==> src/rtl/decimal_counter_pkg.sv <==
// Shared types and constants for the multi-digit BCD counter.
// Optional build macro: DECIMAL_COUNTER_DOWN_EN (adds down-counting).
package decimal_counter_pkg;

   localparam int unsigned BCD_W = 4;
   localparam logic [BCD_W-1:0] BCD_MAX = 4'd9;

   typedef enum logic {
      ST_STOP = 1'b0,
      ST_RUN  = 1'b1
   } state_t;

   // Next value of one digit, wrapping 9->0 going up and 0->9 going down.
   function automatic logic [BCD_W-1:0] bcdStep(input logic [BCD_W-1:0] val, input logic down);
      if (down)
         return (val == '0) ? BCD_MAX : val - 4'd1;
      else
         return (val == BCD_MAX) ? '0 : val + 4'd1;
   endfunction

endpackage

==> src/rtl/decimal_counter_core_if.sv <==
// Control/status bundle between the divider chain, the counter and the display stage.
// Optional build macro: DECIMAL_COUNTER_DOWN_EN adds the iDown signal.
interface decimal_counter_core_if #(
   parameter int unsigned NUM_DIGITS = 4
);
   logic                      iTickClk;
   logic                      iStart;
   logic                      iStop;
   logic                      iClear;
`ifdef DECIMAL_COUNTER_DOWN_EN
   logic                      iDown;
`endif
   logic [4*NUM_DIGITS-1:0]   oDigits;
   logic                      oRunning;
   logic                      oWrap;

`ifdef DECIMAL_COUNTER_DOWN_EN
   modport master (
      output iTickClk, iStart, iStop, iClear, iDown,
      input  oDigits, oRunning, oWrap
   );
   modport slave (
      input  iTickClk, iStart, iStop, iClear, iDown,
      output oDigits, oRunning, oWrap
   );
`else
   modport master (
      output iTickClk, iStart, iStop, iClear,
      input  oDigits, oRunning, oWrap
   );
   modport slave (
      input  iTickClk, iStart, iStop, iClear,
      output oDigits, oRunning, oWrap
   );
`endif

endinterface

==> src/rtl/decimal_counter_core_bcd_digit.sv <==
// One BCD digit of the counter; oCarry flags the digit about to roll over in the current direction.
module bcd_digit
   import decimal_counter_pkg::*;
(
   input  logic             iClk,
   input  logic             iRst,
   input  logic             iClear,
   input  logic             iEn,
   input  logic             iDown,
   output logic [BCD_W-1:0] oVal,
   output logic             oCarry
);

   always_ff @(posedge iClk) begin
      if (iRst)
         oVal <= '0;
      else if (iClear)
         oVal <= '0;
      else if (iEn)
         oVal <= bcdStep(oVal, iDown);
   end

   assign oCarry = iDown ? (oVal == '0) : (oVal == BCD_MAX);

endmodule

==> src/rtl/decimal_counter_core.sv <==
// Multi-digit BCD counter advanced by rising edges of a slow divided clock.
// Optional build macro: DECIMAL_COUNTER_DOWN_EN enables iDown (tick decrements).
module decimal_counter_core
   import decimal_counter_pkg::*;
#(
   parameter int unsigned NUM_DIGITS  = 4,
   parameter int unsigned SYNC_STAGES = 2
) (
   input  logic                  iClk,
   input  logic                  iRst,
   decimal_counter_core_if.slave bus
);

   logic [SYNC_STAGES-1:0] syncQ;
   logic                   delayQ;
   logic                   tick;
   state_t                 state;
   logic                   down;
   logic [NUM_DIGITS:0]    en;
   logic [NUM_DIGITS-1:0]  carry;
   logic                   wrapQ;

   always_ff @(posedge iClk) begin
      if (iRst) begin
         syncQ  <= '0;
         delayQ <= 1'b0;
      end else begin
         syncQ[0] <= bus.iTickClk;
         for (int unsigned i = 1; i < SYNC_STAGES; i++)
            syncQ[i] <= syncQ[i-1];
         delayQ <= syncQ[SYNC_STAGES-1];
      end
   end

   assign tick = syncQ[SYNC_STAGES-1] & ~delayQ;

   // Stop has priority when both requests arrive together.
   always_ff @(posedge iClk) begin
      if (iRst)
         state <= ST_STOP;
      else begin
         case (state)
            ST_STOP: if (bus.iStart && !bus.iStop) state <= ST_RUN;
            ST_RUN:  if (bus.iStop) state <= ST_STOP;
            default: state <= ST_STOP;
         endcase
      end
   end

`ifdef DECIMAL_COUNTER_DOWN_EN
   assign down = bus.iDown;
`else
   assign down = 1'b0;
`endif

   assign en[0] = tick & (state == ST_RUN);

   for (genvar g = 0; g < NUM_DIGITS; g++) begin : gDigit
      bcd_digit uDigit (
         .iClk   (iClk),
         .iRst   (iRst),
         .iClear (bus.iClear),
         .iEn    (en[g]),
         .iDown  (down),
         .oVal   (bus.oDigits[g*BCD_W +: BCD_W]),
         .oCarry (carry[g])
      );
      assign en[g+1] = en[g] & carry[g];
   end

   // Enable rippling out of the top digit means every digit rolled over.
   always_ff @(posedge iClk) begin
      if (iRst)
         wrapQ <= 1'b0;
      else
         wrapQ <= en[NUM_DIGITS] & ~bus.iClear;
   end

   assign bus.oRunning = (state == ST_RUN);
   assign bus.oWrap    = wrapQ;

endmodule

==> src/flat_wrapper.sv <==
// flat-port wrapper written by rule: the top's interface ports become plain ports
module decimal_counter_core_flat import decimal_counter_pkg::*;
#(
   parameter int unsigned NUM_DIGITS  = 4,
   parameter int unsigned SYNC_STAGES = 2
)
  (iClk, iRst, bus_iTickClk, bus_iStart, bus_iStop, bus_iClear, bus_oDigits, bus_oRunning, bus_oWrap);
  decimal_counter_core_if #(.NUM_DIGITS(NUM_DIGITS)) bus_i ();
  input  logic iClk;
  input  logic iRst;
  input wire logic [$bits(bus_i.iTickClk)-1:0] bus_iTickClk;
  input wire logic [$bits(bus_i.iStart)-1:0] bus_iStart;
  input wire logic [$bits(bus_i.iStop)-1:0] bus_iStop;
  input wire logic [$bits(bus_i.iClear)-1:0] bus_iClear;
  output wire logic [$bits(bus_i.oDigits)-1:0] bus_oDigits;
  output wire logic [$bits(bus_i.oRunning)-1:0] bus_oRunning;
  output wire logic [$bits(bus_i.oWrap)-1:0] bus_oWrap;
  assign bus_i.iTickClk = bus_iTickClk;
  assign bus_i.iStart = bus_iStart;
  assign bus_i.iStop = bus_iStop;
  assign bus_i.iClear = bus_iClear;
  assign bus_oDigits = bus_i.oDigits;
  assign bus_oRunning = bus_i.oRunning;
  assign bus_oWrap = bus_i.oWrap;
  decimal_counter_core #(.NUM_DIGITS(NUM_DIGITS), .SYNC_STAGES(SYNC_STAGES)) u_core (.iClk(iClk), .iRst(iRst), .bus(bus_i));
endmodule
==> config.mk <==
export PLATFORM = sky130hd
export DESIGN_NAME = decimal_counter_core_flat
export DESIGN_NICKNAME = d
export VERILOG_FILES = /design/src/rtl/decimal_counter_pkg.sv /design/src/rtl/decimal_counter_core_if.sv /design/src/rtl/decimal_counter_core_bcd_digit.sv /design/src/rtl/decimal_counter_core.sv /design/src/flat_wrapper.sv
export SDC_FILE = /design/constraint.sdc
export NUM_CORES = 1
export LEC_CHECK = 0
export BUFFER_PORTS_ARGS = -buffer_cell sky130_fd_sc_hd__buf_2
export CAP_MARGIN = 20
export CORE_UTILIZATION = 45
export CTS_CLUSTER_SIZE = 10
export DETAILED_ROUTE_END_ITERATION = 6
export PLACE_DENSITY_LB_ADDON = 0.12
export SLEW_MARGIN = 20
export SYNTH_ARGS = -nofsm -noshare
export SYNTH_HDL_FRONTEND = slang
export SYNTH_SLANG_ARGS = --single-unit
==> constraint.sdc <==
create_clock -name iClk -period 3.02 [get_ports iClk]
set_clock_uncertainty 0.2 [all_clocks]
set_input_delay 0.453 -clock iClk [delete_from_list [all_inputs] [get_ports iClk]]
set_output_delay 0.453 -clock iClk [all_outputs]
set_load 0.03 [all_outputs]
* After elaboration in Yosys (flattened, before gate mapping)
Cells that the tools add are included.
** Cells by class
- Multiplexer cells :: 7
- Add/subtract/negate cells :: 4
- Reductions and logical operators :: 3
- Equality and inequality tests :: 4
- Bitwise operators :: 10
** Operators by type and width (number)
- 4-bit by 1-bit adder with 4-bit output, second input constant :: 4
- 4-bit == test, second input constant :: 4
- 4-bit two-way mux :: 4
- 1-bit AND :: 7
- 1-bit inverter :: 3
- 1-bit two-way mux :: 2
- 1-bit case mux with 2 select lines :: 1
- 2-bit OR reduction :: 1
- 1-bit logical AND :: 1
- 1-bit logical NOT :: 1
** Storage, ports and cells
- Bits of input ports :: 6
- Word-level logic and storage cells :: 36
- Flip-flop bits (word level) :: 21

* Depth between registers and ports, before layout
Gate-level depths: netlist of run 1.
- Depth in word-level cells :: 8
- Gate-level depth with buffers :: 5
- Gate-level depth less buffers :: 4

* Modules after synthesis
Synthesis of run 1 repeated with hierarchy kept, for this count alone.
** Second synthesis, totals
- Cells, all modules :: 173
- Area total of the unflattened synthesis :: 1453.9 um^2
** Modules (own cells, without submodules)
- bcd_digit :: cells an instance 38, times used 4, area an instance 314.1 um^2
- decimal_counter_core :: cells an instance 21, times used 1, area an instance 197.7 um^2

* Worst setup path before layout of run 1
OpenSTA, ideal clock, no wires.
- Kind :: register to register
- From :: register u_core.state, in the netlist u_core.bus.oRunning
- To :: register u_core.gDigit[3].uDigit.oVal[0]
- Cell stages (with the launch flop) :: 6
- Path slack :: 1087 ps
- Arrival time :: 1664 ps
- Buffers on the path :: 1
- Setup time :: 70 ps
- Path through :: dfxtp_1 and4b_1 buf_6 nand4_4 or4b_1 a21oi_1
** On the way
- Cells in the longest elaborated chain, start to end :: 4
** Ends and longest elaborated chain
- start, declared :: line decimal_counter_core.sv:17 : state_t state;
- start signal, assigned :: line decimal_counter_core.sv:40 : state <= ST_STOP;
- start signal, assigned :: line decimal_counter_core.sv:43 : ST_STOP: if (bus.iStart && !bus.iStop) state <= ST_RUN;
- start signal, assigned :: line decimal_counter_core.sv:44 : ST_RUN: if (bus.iStop) state <= ST_STOP;
- 1-bit AND :: line decimal_counter_core.sv:56 : assign en[0] = tick & (state == ST_RUN);
- 1-bit AND (3 in series) :: line decimal_counter_core.sv:68 : assign en[g+1] = en[g] & carry[g];
- end signal, assigned :: line decimal_counter_core_bcd_digit.sv:20 : oVal <= bcdStep(oVal, iDown);
- end, declared :: line decimal_counter_core_bcd_digit.sv:10 : output logic [BCD_W-1:0] oVal,
No other way between the ends.
A chain may end at the register's enable or synchronous reset.

* Worst setup path after layout of run 1
Same ends and word-level chain as after synthesis.

==> results of run 1 <==
-- worst reg2reg max path: stages (launching register included) --
cell	delay [ns]
sky130_fd_sc_hd__dfxtp_1	0.40
sky130_fd_sc_hd__and4b_1	0.41
sky130_fd_sc_hd__nand4_4	0.19
sky130_fd_sc_hd__or4b_1	0.53
sky130_fd_sc_hd__a21oi_1	0.16
-- stage by stage --
step / std cells / util, % / power (mW)
after CTS: 158 / 55.6 / 0.435
after global routing: 158 / 55.6 / 0.445
after floorplan: 108 / - / 0.296
final: 158 / 55.6 / 0.427
after global placement: 154 / 54.2 / 0.300
after detailed placement: 154 / 54.2 / 0.300
-- routing by layer --
metal,vias to the layer above,global-route usage (%),wire (µm)
met5,-,0,0
met4,0,7.35,0
met2,18,25.1,741
met3,0,3.46,93
met1,360,22.8,920
li1,427,-,-
-- layout by cell type (no fill, tap or decap), drive strengths merged --
master and instances:
buf 23, dfxtp 21, nand2 11, a21oi 10, nor2 9, nor2b 7, or3 6, xor2 5
inv 4, o21ai 4, nor3 3, a31oi 3, clkbuf 3, nand4 3, nor3b 3, and4bb 2
nand3 2, and4b 1, o41ai 1, or4b 1, or2 1, and2b 1, nand4b 1, nand3b 1
nor4bb 1, mux2i 1, and3b 1, o32ai 1, clkinv 1
-- logic make-up (layout without fill, tap and decap cells) --
kind of cell	count (synthesis)	in the layout	share of synthesized area (%)
xor+xnor	5	5	4.49
buf+inv	8	31	5.52
flops	21	21	43.1
compound gates	19	19	10.9
mux	1	1	1.03
simple gates	54	54	34.9
-- state kept, by name, indices dropped and copies added (netlist names) --
name                       flops
u_core.bus.oWrap               1
u_core.syncQ                   2
u_core.bus.oRunning            1
u_core.gDigit.uDigit.oVal     16
u_core.delayQ                  1
-- layout make-up --
type / count / share of cell area (%)
Timing Repair Buffer: 23 / 10.3
Multi-Input combinational cell: 79 / 45.0
Inverter: 4 / 1.35
Tap cell: 27 / 3.04
Sequential cell: 21 / 37.8
Clock inverter: 1 / 0.450
Clock buffer: 3 / 2.02
-- where the power goes --
part	internal [mW]	switching [mW]	leakage, nW	total, mW
sequential	0.279	0.00159	0.170	0.281
clock	0.0493	0.0841	0.0177	0.133
combinational	0.00512	0.00789	0.265	0.0130
-- worst max-delay path by stage --
| stage | to | slack, ns | startpoint | cells past startpoint |
|---|---|---|---|---|
| after floorplan | u_core.gDigit[3].uDigit.oVal[0] | 1.09 | u_core.bus.oRunning | 5 |
| after global placement | u_core.gDigit[3].uDigit.oVal[0] | 1.16 | u_core.gDigit[0].uDigit.oVal[0] | 4 |
| after detailed placement | u_core.gDigit[3].uDigit.oVal[0] | 1.09 | u_core.bus.oRunning | 4 |
| after CTS | u_core.gDigit[3].uDigit.oVal[0] | 1.06 | u_core.bus.oRunning | 4 |
| after global routing | u_core.gDigit[3].uDigit.oVal[0] | 0.93 | u_core.bus.oRunning | 4 |
| final | u_core.gDigit[3].uDigit.oVal[0] | 1.07 | u_core.bus.oRunning | 4 |
==> impl_metrics.sql, run 1 <==
INSERT INTO impl_metrics (metric_group, metric, value, unit) VALUES
('status', 'outcome', 'finished clean', ''),
('route', 'post_drt_wl_per_cell', '11.1', 'µm'),
('timing', 'min_period', '1.95', 'ns'),
('synth', 'synth_seq_cells', '21', ''),
('timing', 'timing.slew.headroom', '78.4', '%'),
('synth', 'async_flop_share', '0', '%'),
('synth', 'synth.top_cells.by_count', '21 x sky130_fd_sc_hd__dfxtp_1, 11 x sky130_fd_sc_hd__nand2_1, 10 x sky130_fd_sc_hd__a21oi_1, 9 x sky130_fd_sc_hd__nor2_1, 7 x sky130_fd_sc_hd__nor2b_1', ''),
('worst_setup_path', 'arrival_time_at_the_worst_endpoint', '1.99', 'ns'),
('worst_setup_path', 'crit-reg2reg-capture', 'u_core.gDigit[3].uDigit.oVal[0]', ''),
('global_route', 'track_usage', '16.6', '%'),
('power', 'ir_drop', '0.000284', 'V'),
('synth', 'most_used_standard_cell_by_instance_count_after_synthesis', 'sky130_fd_sc_hd__dfxtp_1', ''),
('timing', 'unrepaired_setup_endpoints_after_global_routing', 'false', ''),
('clocking', 'cts_root_buf', 'sky130_fd_sc_hd__clkbuf_4', ''),
('route', 'ant_nets', '0', ''),
('finish', 'sequential_cell_area', '420', 'µm²'),
('timing', 'timing.final.max_slew_violations', '0', ''),
('synth', 'ys.warnings.count', '0', ''),
('worst_setup_path', 'critical_path.endpoint_type', 'flop', ''),
('timing', 'timing.final.hold_violations', '0', ''),
('clocking', 'post-cts-setup-buffers', '0', ''),
('finish', 'post_route_standard_cell_area_excluding_fillers', '1110', 'µm²'),
('hold_path', 'hold_path_end', 'u_core.bus.oRunning', ''),
('placement', 'detailed_place.area', '1080', 'µm²'),
('floorplanning', 'fp.dieH', '48.5', 'µm'),
('route', 'post_drt_via_cell_ratio', '5.09', ''),
('clocking', 'cts_tree', 'yes', ''),
('global_route', 'grt_pass1_vias', '720', ''),
('clocking', 'cts_buffer_depth', '2', ''),
('global_route', 'overflow', '0', ''),
('worst_setup_path', 'timing.critical_path.cells', 'and4b_1 -> nand4_4 -> or4b_1 -> a21oi_1', ''),
('hold_path', 'hold_class', 'input port to flop', ''),
('synth', 'postSynthAreaPerCell', '9.02', 'µm²'),
('worst_setup_path', 'timing.critical_path.from_type', 'flop', ''),
('clocking', 'cts_buffers', '3', ''),
('timing', 'final_min_period_over_clock_period', '64.7', '%'),
('run', 'max_cap_viol_count', '0', ''),
('floorplanning', 'initial_utilization', '48.7', '%'),
('floorplanning', 'core_box_area', '2000', 'µm²'),
('finish', 'diodes', '0', ''),
('global_route', 'grt_first_pass_wirelength', '3130', 'µm'),
('finish', 'syn_to_final_growth', '14.1', '%'),
('timing', 'upper_clock_frequency_limit', '512', 'MHz'),
('placement', 'dp.final_hpwl', '1250', 'µm'),
('synth', 'synthesis.area', '975', 'µm²'),
('synth', 'synthDistinctLibCells', '32', ''),
('worst_setup_path', 'cp.buffers_inverters', '0', ''),
('floorplanning', 'design.portCount', '24', ''),
('clocking', 'hold_buffers', '0', ''),
('hold_path', 'hold-path-cell-count', '2', ''),
('timing', 'final.hold.worst_slack', '0.102', 'ns'),
('worst_setup_path', 'slowest_stage', 'sky130_fd_sc_hd__or4b_1', ''),
('synth', 'synth_enable_flop_cells', '0', ''),
('timing', 'setup-violations-final', '0', ''),
('route', 'drcViolationCount', '0', ''),
('hold_path', 'min-delay-start', 'bus_iStop', ''),
('floorplanning', 'dieWidth', '48.5', 'µm'),
('synth', 'synth_sequential_area_ratio', '43.1', '%'),
('worst_setup_path', 'crit-reg2reg-launch', 'u_core.bus.oRunning', ''),
('worst_setup_path', 'worst_ep_required_time', '3.05', 'ns'),
('floorplanning', 'row_count', '16', ''),
('power', 'power.density', '384', 'nW/µm²'),
('route', 'dr.first_iter.drc_count', '14', ''),
('timing', 'final_critical_path_setup_slack', '1.07', 'ns'),
('worst_setup_path', 'path_max_fanout', '8', ''),
('timing', 'worstMarginPinSlew', '0.324', 'ns'),
('synth', 'synthDominantAreaCellType', 'sky130_fd_sc_hd__dfxtp_1', ''),
('clocking', 'htreeDepth', '1', ''),
('placement', 'finalWeightedCongestion', '0.811', ''),
('route', 'count_of_vias_placed_by_the_detailed_router', '805', ''),
('worst_setup_path', 'crit_path_max_incr_delay', '0.53', 'ns');
(Power assumes the default switching activity.)
==> run 2: changes to the inputs <==
Settings changed: ABC_AREA from default to 1.
Clock period 3.02 ns to 1.99 ns, I/O delays scaled along.
==> impl_metrics.sql, run 2 <==
INSERT INTO impl_metrics (metric_group, metric, value, unit) VALUES
('finish', 'registers.top_by_ff_count', 'u_core.gDigit.uDigit.oVal', ''),
('floorplanning', 'die-area', '2510', 'µm²'),
('timing', 'setup-violations-final', '0', ''),
('synth', 'ys.warnings.count', '0', ''),
('floorplanning', 'design.portCount', '24', ''),
('worst_setup_path', 'crit_path_max_incr_delay', '0.47', 'ns'),
('synth', 'dominantRegCellSynth', 'sky130_fd_sc_hd__dfxtp_1', ''),
('worst_setup_path', 'arrival_time_at_the_worst_endpoint', '1.01', 'ns'),
('finish', 'post_route_standard_cell_area_excluding_fillers', '1250', 'µm²'),
('synth', 'synthDistinctLibCells', '22', ''),
('worst_setup_path', 'slowest_stage', 'sky130_fd_sc_hd__dfxtp_1', ''),
('clocking', 'hold_buffers', '2', ''),
('run', 'max_cap_viol_count', '0', ''),
('clocking', 'cts_buffers', '3', ''),
('global_route', 'grt_pass1_vias', '861', ''),
('route', 'post_drt_via_cell_ratio', '4.85', ''),
('timing', 'timing.slew.headroom', '79.2', '%'),
('finish', 'instances_no_fill', '194', ''),
('worst_setup_path', 'worst_ep_required_time', '1.49', 'ns'),
('placement', 'detailed_place.area', '1200', 'µm²'),
('worst_setup_path', 'critical_path.endpoint_type', 'output port', ''),
('synth', 'synth_top_area_share', '40.3', '%'),
('global_route', 'antenna_violations_before_repair', '0', ''),
('route', 'ant_nets', '0', ''),
('timing', 'fin_tns_setup', '0', 'ns'),
('global_route', 'routing_layer_with_the_top_usage_in_global_route', 'met2', ''),
('finish', 'layout-drive-gt1-share', '26.5', '%'),
('clocking', 'clk-insertion-delay-late', '0.30', 'ns'),
('worst_setup_path', 'path_max_fanout', '8', ''),
('timing', 'min_period', '1.51', 'ns'),
('placement', 'number_of_buffers_inserted_by_port_buffering', '23', ''),
('placement', 'placed_cells', '188', ''),
('synth', 'most_used_standard_cell_by_instance_count_after_synthesis', 'sky130_fd_sc_hd__nand2_1', ''),
('route', 'post_drt_wl_per_cell', '9.84', 'µm'),
('route', 'dr.first_iter.drc_count', '4', ''),
('synth', 'synth.area.top_cells', 'sky130_fd_sc_hd__dfxtp_1 40%, sky130_fd_sc_hd__nand2_1 9.7%, sky130_fd_sc_hd__nor2_1 7.2%, sky130_fd_sc_hd__nor2_4 6.5%, sky130_fd_sc_hd__inv_1 6.1%', ''),
('finish', 'final_core_utilization', '56.9', '%'),
('placement', 'dp.final_hpwl', '1450', 'µm'),
('floorplanning', 'row_count', '17', ''),
('finish', 'layout_commonest_cell', 'sky130_fd_sc_hd__nand2_1', ''),
('placement', 'finalWeightedCongestion', '0.794', ''),
('clocking', 'cts_root_buf', 'sky130_fd_sc_hd__clkbuf_4', ''),
('floorplanning', 'fp.dieH', '50.1', 'µm'),
('worst_setup_path', 'critical_path_class', 'flop to output port', ''),
('floorplanning', 'core_box_area', '2190', 'µm²'),
('clocking', 'cts_tree', 'yes', ''),
('timing', 'final_critical_path_setup_slack', '0.485', 'ns'),
('worst_setup_path', 'timing.critical_path.cells', 'buf_2', ''),
('finish', 'nFillCells', '211', ''),
('timing', 'upper_clock_frequency_limit', '664', 'MHz'),
('global_route', 'global_route.usage.met2', '33.6', '%'),
('route', 'count_of_vias_placed_by_the_detailed_router', '941', ''),
('clocking', 'postcts_resize_cnt', '0', ''),
('synth', 'postSynthAreaPerCell', '7.66', 'µm²'),
('timing', 'timing.final.max_slew_violations', '0', ''),
('clocking', 'post-cts-setup-buffers', '0', ''),
('route', 'drcViolationCount', '0', ''),
('synth', 'synth_enable_flop_cells', '0', ''),
('global_route', 'overflow', '0', ''),
('power', 'power.density', '532', 'nW/µm²'),
('hold_path', 'hold_class', 'input port to flop', ''),
('status', 'outcome', 'finished clean', ''),
('clocking', 'htreeDepth', '1', ''),
('timing', 'final_min_period_over_clock_period', '75.6', '%'),
('synth', 'synth.top_cells.by_count', '27 x sky130_fd_sc_hd__nand2_1, 21 x sky130_fd_sc_hd__dfxtp_1, 20 x sky130_fd_sc_hd__nor2_1, 17 x sky130_fd_sc_hd__inv_1, 8 x sky130_fd_sc_hd__nand3_1', ''),
('worst_setup_path', 'regToRegSetupSlack', '0.52', 'ns'),
('finish', 'final_cell_mix', '27 x sky130_fd_sc_hd__nand2_1, 23 x sky130_fd_sc_hd__buf_2, 21 x sky130_fd_sc_hd__dfxtp_1', ''),
('synth', 'synth_sequential_area_ratio', '40.3', '%'),
('finish', 'syn_to_final_growth', '19.6', '%'),
('synth', 'mappedNetlistNets', '142', ''),
('clocking', 'cts.sink_count', '21', ''),
('floorplanning', 'initial_utilization', '47.6', '%'),
('synth', 'synth_seq_cells', '21', ''),
('synth', 'synthDominantAreaCellType', 'sky130_fd_sc_hd__dfxtp_1', ''),
('synth', 'synthesis.area', '1040', 'µm²'),
('clocking', 'cts_buffer_depth', '2', ''),
('finish', 'largest_registers', 'u_core.gDigit.uDigit.oVal: 16 flops, u_core.syncQ: 2 flops', ''),
('global_route', 'grt_start_max_net_pins', '12', ''),
('global_route', 'use_met1', '17.8', '%'),
('synth', 'synthCells', '136', ''),
('timing', 'timing.final.hold_violations', '0', ''),
('worst_setup_path', 'cp.buffers_inverters', '1', ''),
('timing', 'worstMarginPinSlew', '0.312', 'ns'),
('clocking', 'cts.clk_slew.worst_paths', '0.12', 'ns'),
('worst_setup_path', 'cpLargestDelayFamily', 'flip-flops', ''),
('synth', 'async_flop_share', '0', '%'),
('global_route', 'track_usage', '17.5', '%'),
('route', 'drt_pre_antenna_iters', '4', ''),
('worst_setup_path', 'timing.critical_path.from_type', 'flop', ''),
('power', 'ir_drop', '0.000363', 'V'),
('placement', 'place_ws', '0.536', 'ns'),
('floorplanning', 'dieWidth', '50.1', 'µm'),
('finish', 'nets', '173', ''),
('global_route', 'grt_first_pass_wirelength', '3370', 'µm'),
('power', 'total_leakage_power', '0.566', 'nW'),
('finish', 'max_reg_flops', '16', ''),
('finish', 'diodes', '0', ''),
('timing', 'unrepaired_setup_endpoints_after_global_routing', 'false', ''),
('global_route', 'grt_util_met3', '3.70', '%'),
('route', 'finalWirelength', '1910', 'µm');
## run 2: cell types whose count changed in the layout (fill, tap and decap cells not counted), sizes merged, moves of 3 or more
cell,previous run,this run
a21oi,10,4
inv,4,19
o21ai,4,10
nor2b,7,0
nand2,11,29
nor2,9,29
nor3,3,6
or3,6,0
nand3,2,10
xor2,5,2
## run 2: through the flow
stage          power (mW)  hold WS, ns
6_report            0.663       0.0217
5_1_grt             0.693       0.0199
4_1_cts             0.673       0.0119
3_5_place_dp        0.465        0.199
3_3_place_gp        0.465        0.198
2_1_floorplan       0.452        0.170
## run 2: path summary, 6_finish.rpt
| kind | from | endpoint | cells after the start |
|---|---|---|---|
| worst min-delay path | iRst | u_core.syncQ[1] | 2 |
| worst max register to register | u_core.gDigit[1].uDigit.oVal[2] | u_core.gDigit[3].uDigit.oVal[0] | 8 |
| worst max-delay path | u_core.gDigit[2].uDigit.oVal[0] | bus_oDigits[8] | 1 |
| worst min register to register | u_core.syncQ[0] | u_core.syncQ[1] | 2 |
## run 2: kinds of logic (layout without fill, tap and decap cells)
family                    after synthesis  in the layout  share of synthesized area [%]
AOI/OAI and AO/OA                      16             16                           8.52
xor gates and xnor gates                2              2                           1.68
buffers and inverters                  19             49                           6.84
DFF                                    21             21                           40.3
and+or+nand+nor                        78             78                           42.6
## run 2: metal layers
| layer | vias to the layer above | part of all wire [%] |
|---|---|---|
| li1 | 491 | - |
| met1 | 430 | 44 |
| met2 | 18 | 52 |
| met3 | 2 | 3.9 |
| met4 | 0 | 0.47 |
| met5 | - | 0 |
## run 2: power breakdown
group	switching [mW]	leakage, nW	internal [mW]	total, mW
clock network	0.126	0.0150	0.0779	0.204
logic	0.0179	0.381	0.0133	0.0312
registers	0.00332	0.170	0.424	0.427
## run 2: area by class of cell
class,count,area (µm²),share of cell area [%]
timing repair buffer,26,143,11.4
inverter,19,71.3,5.72
multi-input combinational,96,551,44.2
tap,28,35.0,2.81
clock buffer,4,26.3,2.11
sequential,21,420,33.7
==> run 3: changes to the inputs <==
Settings changed: ABC_AREA 1 to 0.
Clock period 1.99 ns to 1.2 ns, I/O delays scaled along.
==> impl_metrics.sql, run 3 (same netlist as run 1, synthesis figures left out) <==
INSERT INTO impl_metrics (metric_group, metric, value, unit) VALUES
('worst_setup_path', 'crit-reg2reg-capture', 'u_core.gDigit[3].uDigit.oVal[0]', ''),
('hold_path', 'min-delay-start', 'bus_iClear', ''),
('clocking', 'cts.sink_count', '21', ''),
('floorplanning', 'design.portCount', '24', ''),
('hold_path', 'hold-path-cell-count', '3', ''),
('timing', 'final.hold.worst_slack', '0.0180', 'ns'),
('placement', 'dp.final_hpwl', '1580', 'µm'),
('power', 'ir_drop', '0.000768', 'V'),
('clocking', 'htreeDepth', '1', ''),
('worst_setup_path', 'worst_ep_required_time', '1.26', 'ns'),
('global_route', 'track_usage', '25.4', '%'),
('clocking', 'cts_buffers', '3', ''),
('worst_setup_path', 'r2r_worst_path_depth', '4', ''),
('placement', 'detailed_place.area', '1330', 'µm²'),
('finish', 'nFillCells', '70', ''),
('floorplanning', 'row_count', '16', ''),
('route', 'post_drt_wl_per_cell', '16.2', 'µm'),
('placement', 'finalWeightedCongestion', '0.797', ''),
('power', 'total_leakage_power', '0.747', 'nW'),
('route', 'drcViolationCount', '0', ''),
('placement', 'number_of_buffers_inserted_by_port_buffering', '23', ''),
('timing', 'upper_clock_frequency_limit', '585', 'MHz'),
('floorplanning', 'initial_utilization', '48.7', '%'),
('route', 'post_drt_via_cell_ratio', '5.42', ''),
('finish', 'max_reg_flops', '16', ''),
('global_route', 'grt_first_pass_wirelength', '4600', 'µm'),
('global_route', 'grt_start_max_net_pins', '16', ''),
('finish', 'final_core_utilization', '91.6', '%'),
('finish', 'final_cell_mix', '37 x sky130_fd_sc_hd__buf_6, 20 x sky130_fd_sc_hd__buf_4, 11 x sky130_fd_sc_hd__dfxtp_2', ''),
('power', 'totalPowerFinal', '1.12', 'mW'),
('finish', 'diodes', '0', ''),
('timing', 'final_min_period_over_clock_period', '142', '%'),
('worst_setup_path', 'critical_path_class', 'flop to flop', ''),
('finish', 'registers.top_by_ff_count', 'u_core.gDigit.uDigit.oVal', ''),
('timing', 'timing.final.max_slew_violations', '0', ''),
('timing', 'fin_tns_setup', '-8.43', 'ns'),
('floorplanning', 'die-area', '2360', 'µm²'),
('worst_setup_path', 'critical_path.endpoint_type', 'flop', ''),
('route', 'drt_pre_antenna_iters', '4', ''),
('clocking', 'clk-insertion-delay-late', '0.31', 'ns'),
('worst_setup_path', 'path_max_fanout', '7', ''),
('status', 'violations', 'setup timing', ''),
('clocking', 'cts.clk_slew.worst_paths', '0.12', 'ns'),
('floorplanning', 'fp.dieH', '48.5', 'µm'),
('route', 'count_of_vias_placed_by_the_detailed_router', '1100', ''),
('timing', 'timing.slew.headroom', '81.0', '%'),
('placement', 'place_ws', '-0.548', 'ns'),
('floorplanning', 'core_box_area', '2000', 'µm²'),
('finish', 'post_route_standard_cell_area_excluding_fillers', '1830', 'µm²'),
('timing', 'worstMarginPinSlew', '0.282', 'ns'),
('timing', 'setup-violations-final', '34', ''),
('global_route', 'overflow', '0', ''),
('status', 'outcome', 'finished with violations', ''),
('route', 'finalWirelength', '3290', 'µm'),
('route', 'ant_nets', '0', ''),
('finish', 'instances_no_fill', '203', ''),
('finish', 'layout_commonest_cell', 'sky130_fd_sc_hd__buf_6', ''),
('global_route', 'grt_pass1_vias', '1078', ''),
('hold_path', 'hold_path_end', 'u_core.gDigit[1].uDigit.oVal[3]', ''),
('hold_path', 'hold_class', 'input port to flop', ''),
('worst_setup_path', 'regToRegSetupSlack', '-0.51', 'ns'),
('clocking', 'cts_buffer_depth', '2', ''),
('placement', 'placed_cells', '179', ''),
('worst_setup_path', 'arrival_time_at_the_worst_endpoint', '1.77', 'ns'),
('clocking', 'cts_root_buf', 'sky130_fd_sc_hd__clkbuf_4', ''),
('finish', 'syn_to_final_growth', '88.2', '%'),
('timing', 'unrepaired_setup_endpoints_after_global_routing', 'true', ''),
('timing', 'timing.final.hold_violations', '0', ''),
('timing', 'final_critical_path_setup_slack', '-0.509', 'ns'),
('worst_setup_path', 'crit-reg2reg-launch', 'u_core.gDigit[1].uDigit.oVal[2]', ''),
('worst_setup_path', 'timing.critical_path.from_type', 'flop', ''),
('run', 'max_cap_viol_count', '0', ''),
('route', 'dr.first_iter.drc_count', '36', ''),
('finish', 'layout-drive-gt1-share', '63.6', '%'),
('global_route', 'antenna_violations_before_repair', '0', ''),
('floorplanning', 'dieWidth', '48.5', 'µm'),
('finish', 'nets', '183', ''),
('power', 'power.density', '609', 'nW/µm²'),
('timing', 'min_period', '1.71', 'ns'),
('finish', 'largest_registers', 'u_core.gDigit.uDigit.oVal: 16 flops, u_core.syncQ: 2 flops', ''),
('clocking', 'cts_tree', 'yes', '');
[run 3: changes by cell type in the layout (fill, tap and decap cells not counted), moves of 6 or more]
cell and delta:
sky130_fd_sc_hd__buf_6 +37, sky130_fd_sc_hd__buf_4 +19, sky130_fd_sc_hd__dfxtp_1 -19, sky130_fd_sc_hd__nand2_1 -19, sky130_fd_sc_hd__buf_2 -18, sky130_fd_sc_hd__inv_1 -13, sky130_fd_sc_hd__dfxtp_2 +11, sky130_fd_sc_hd__nor2_1 -11
sky130_fd_sc_hd__dfxtp_4 +8, sky130_fd_sc_hd__nand3_1 -7, sky130_fd_sc_hd__nor2b_1 +7, sky130_fd_sc_hd__nor2_4 -6
[run 3: timing repair]
item | 4_1_cts | 5_1_grt
resized for setup | 66 | 28
endpoints found under the hold margin | 6 | 0
hold buffers | 5 | 0
setup buffers | 11 | 9
cloned | 0 | 0
pin swaps | 13 | 17
setup endpoints to repair | 33 | 35
[run 3: how the worst max path moves through the flow]
stage / from / endpoint / depth (start not counted)
4_1_cts: u_core.gDigit[1].uDigit.oVal[1] / u_core.gDigit[3].uDigit.oVal[0] / 4
2_1_floorplan: u_core.gDigit[3].uDigit.oVal[0] / u_core.gDigit[3].uDigit.oVal[2] / 4
3_5_place_dp: u_core.syncQ[1] / u_core.gDigit[3].uDigit.oVal[0] / 4
3_3_place_gp: u_core.gDigit[1].uDigit.oVal[1] / u_core.gDigit[3].uDigit.oVal[0] / 4
6_report: u_core.gDigit[1].uDigit.oVal[2] / u_core.gDigit[3].uDigit.oVal[0] / 4
5_1_grt: u_core.gDigit[1].uDigit.oVal[1] / u_core.gDigit[3].uDigit.oVal[0] / 4
[run 3: metal layers]
layer / part of all wire [%] / vias up / GRT usage (%)
met3: 3.0 / 12 / 3.14
met4: 3.0 / 0 / 12.7
li1: - / 518 / -
met5: 0 / - / 0
met1: 41 / 530 / 28.2
met2: 53 / 40 / 47.2
[run 3: layout make-up]
| type | instances | area [µm²] | share of cell area [%] |
|---|---|---|---|
| clock buffer | 4 | 26.3 | 1.43 |
| tap | 27 | 33.8 | 1.84 |
| timing repair buffer | 68 | 662 | 36.1 |
| multi-input combinational | 79 | 633 | 34.5 |
| sequential | 21 | 464 | 25.3 |
| inverter | 4 | 15.0 | 0.819 |
[run 3: report_power, final]
group	internal [mW]	total, mW	switching (mW)	leakage (nW)
Combinational	0.0403	0.0710	0.0306	0.551
Sequential	0.686	0.689	0.00349	0.182
Clock	0.130	0.356	0.226	0.0150
Total	0.856	1.12	0.260	0.747
[run 3: worst max-delay path, cell delays in order (launching register included)]
cell and delay [ns]:
sky130_fd_sc_hd__dfxtp_4 0.36, sky130_fd_sc_hd__and4bb_2 0.34, sky130_fd_sc_hd__nand4_4 0.14, sky130_fd_sc_hd__or4b_4 0.51, sky130_fd_sc_hd__a21oi_2 0.12
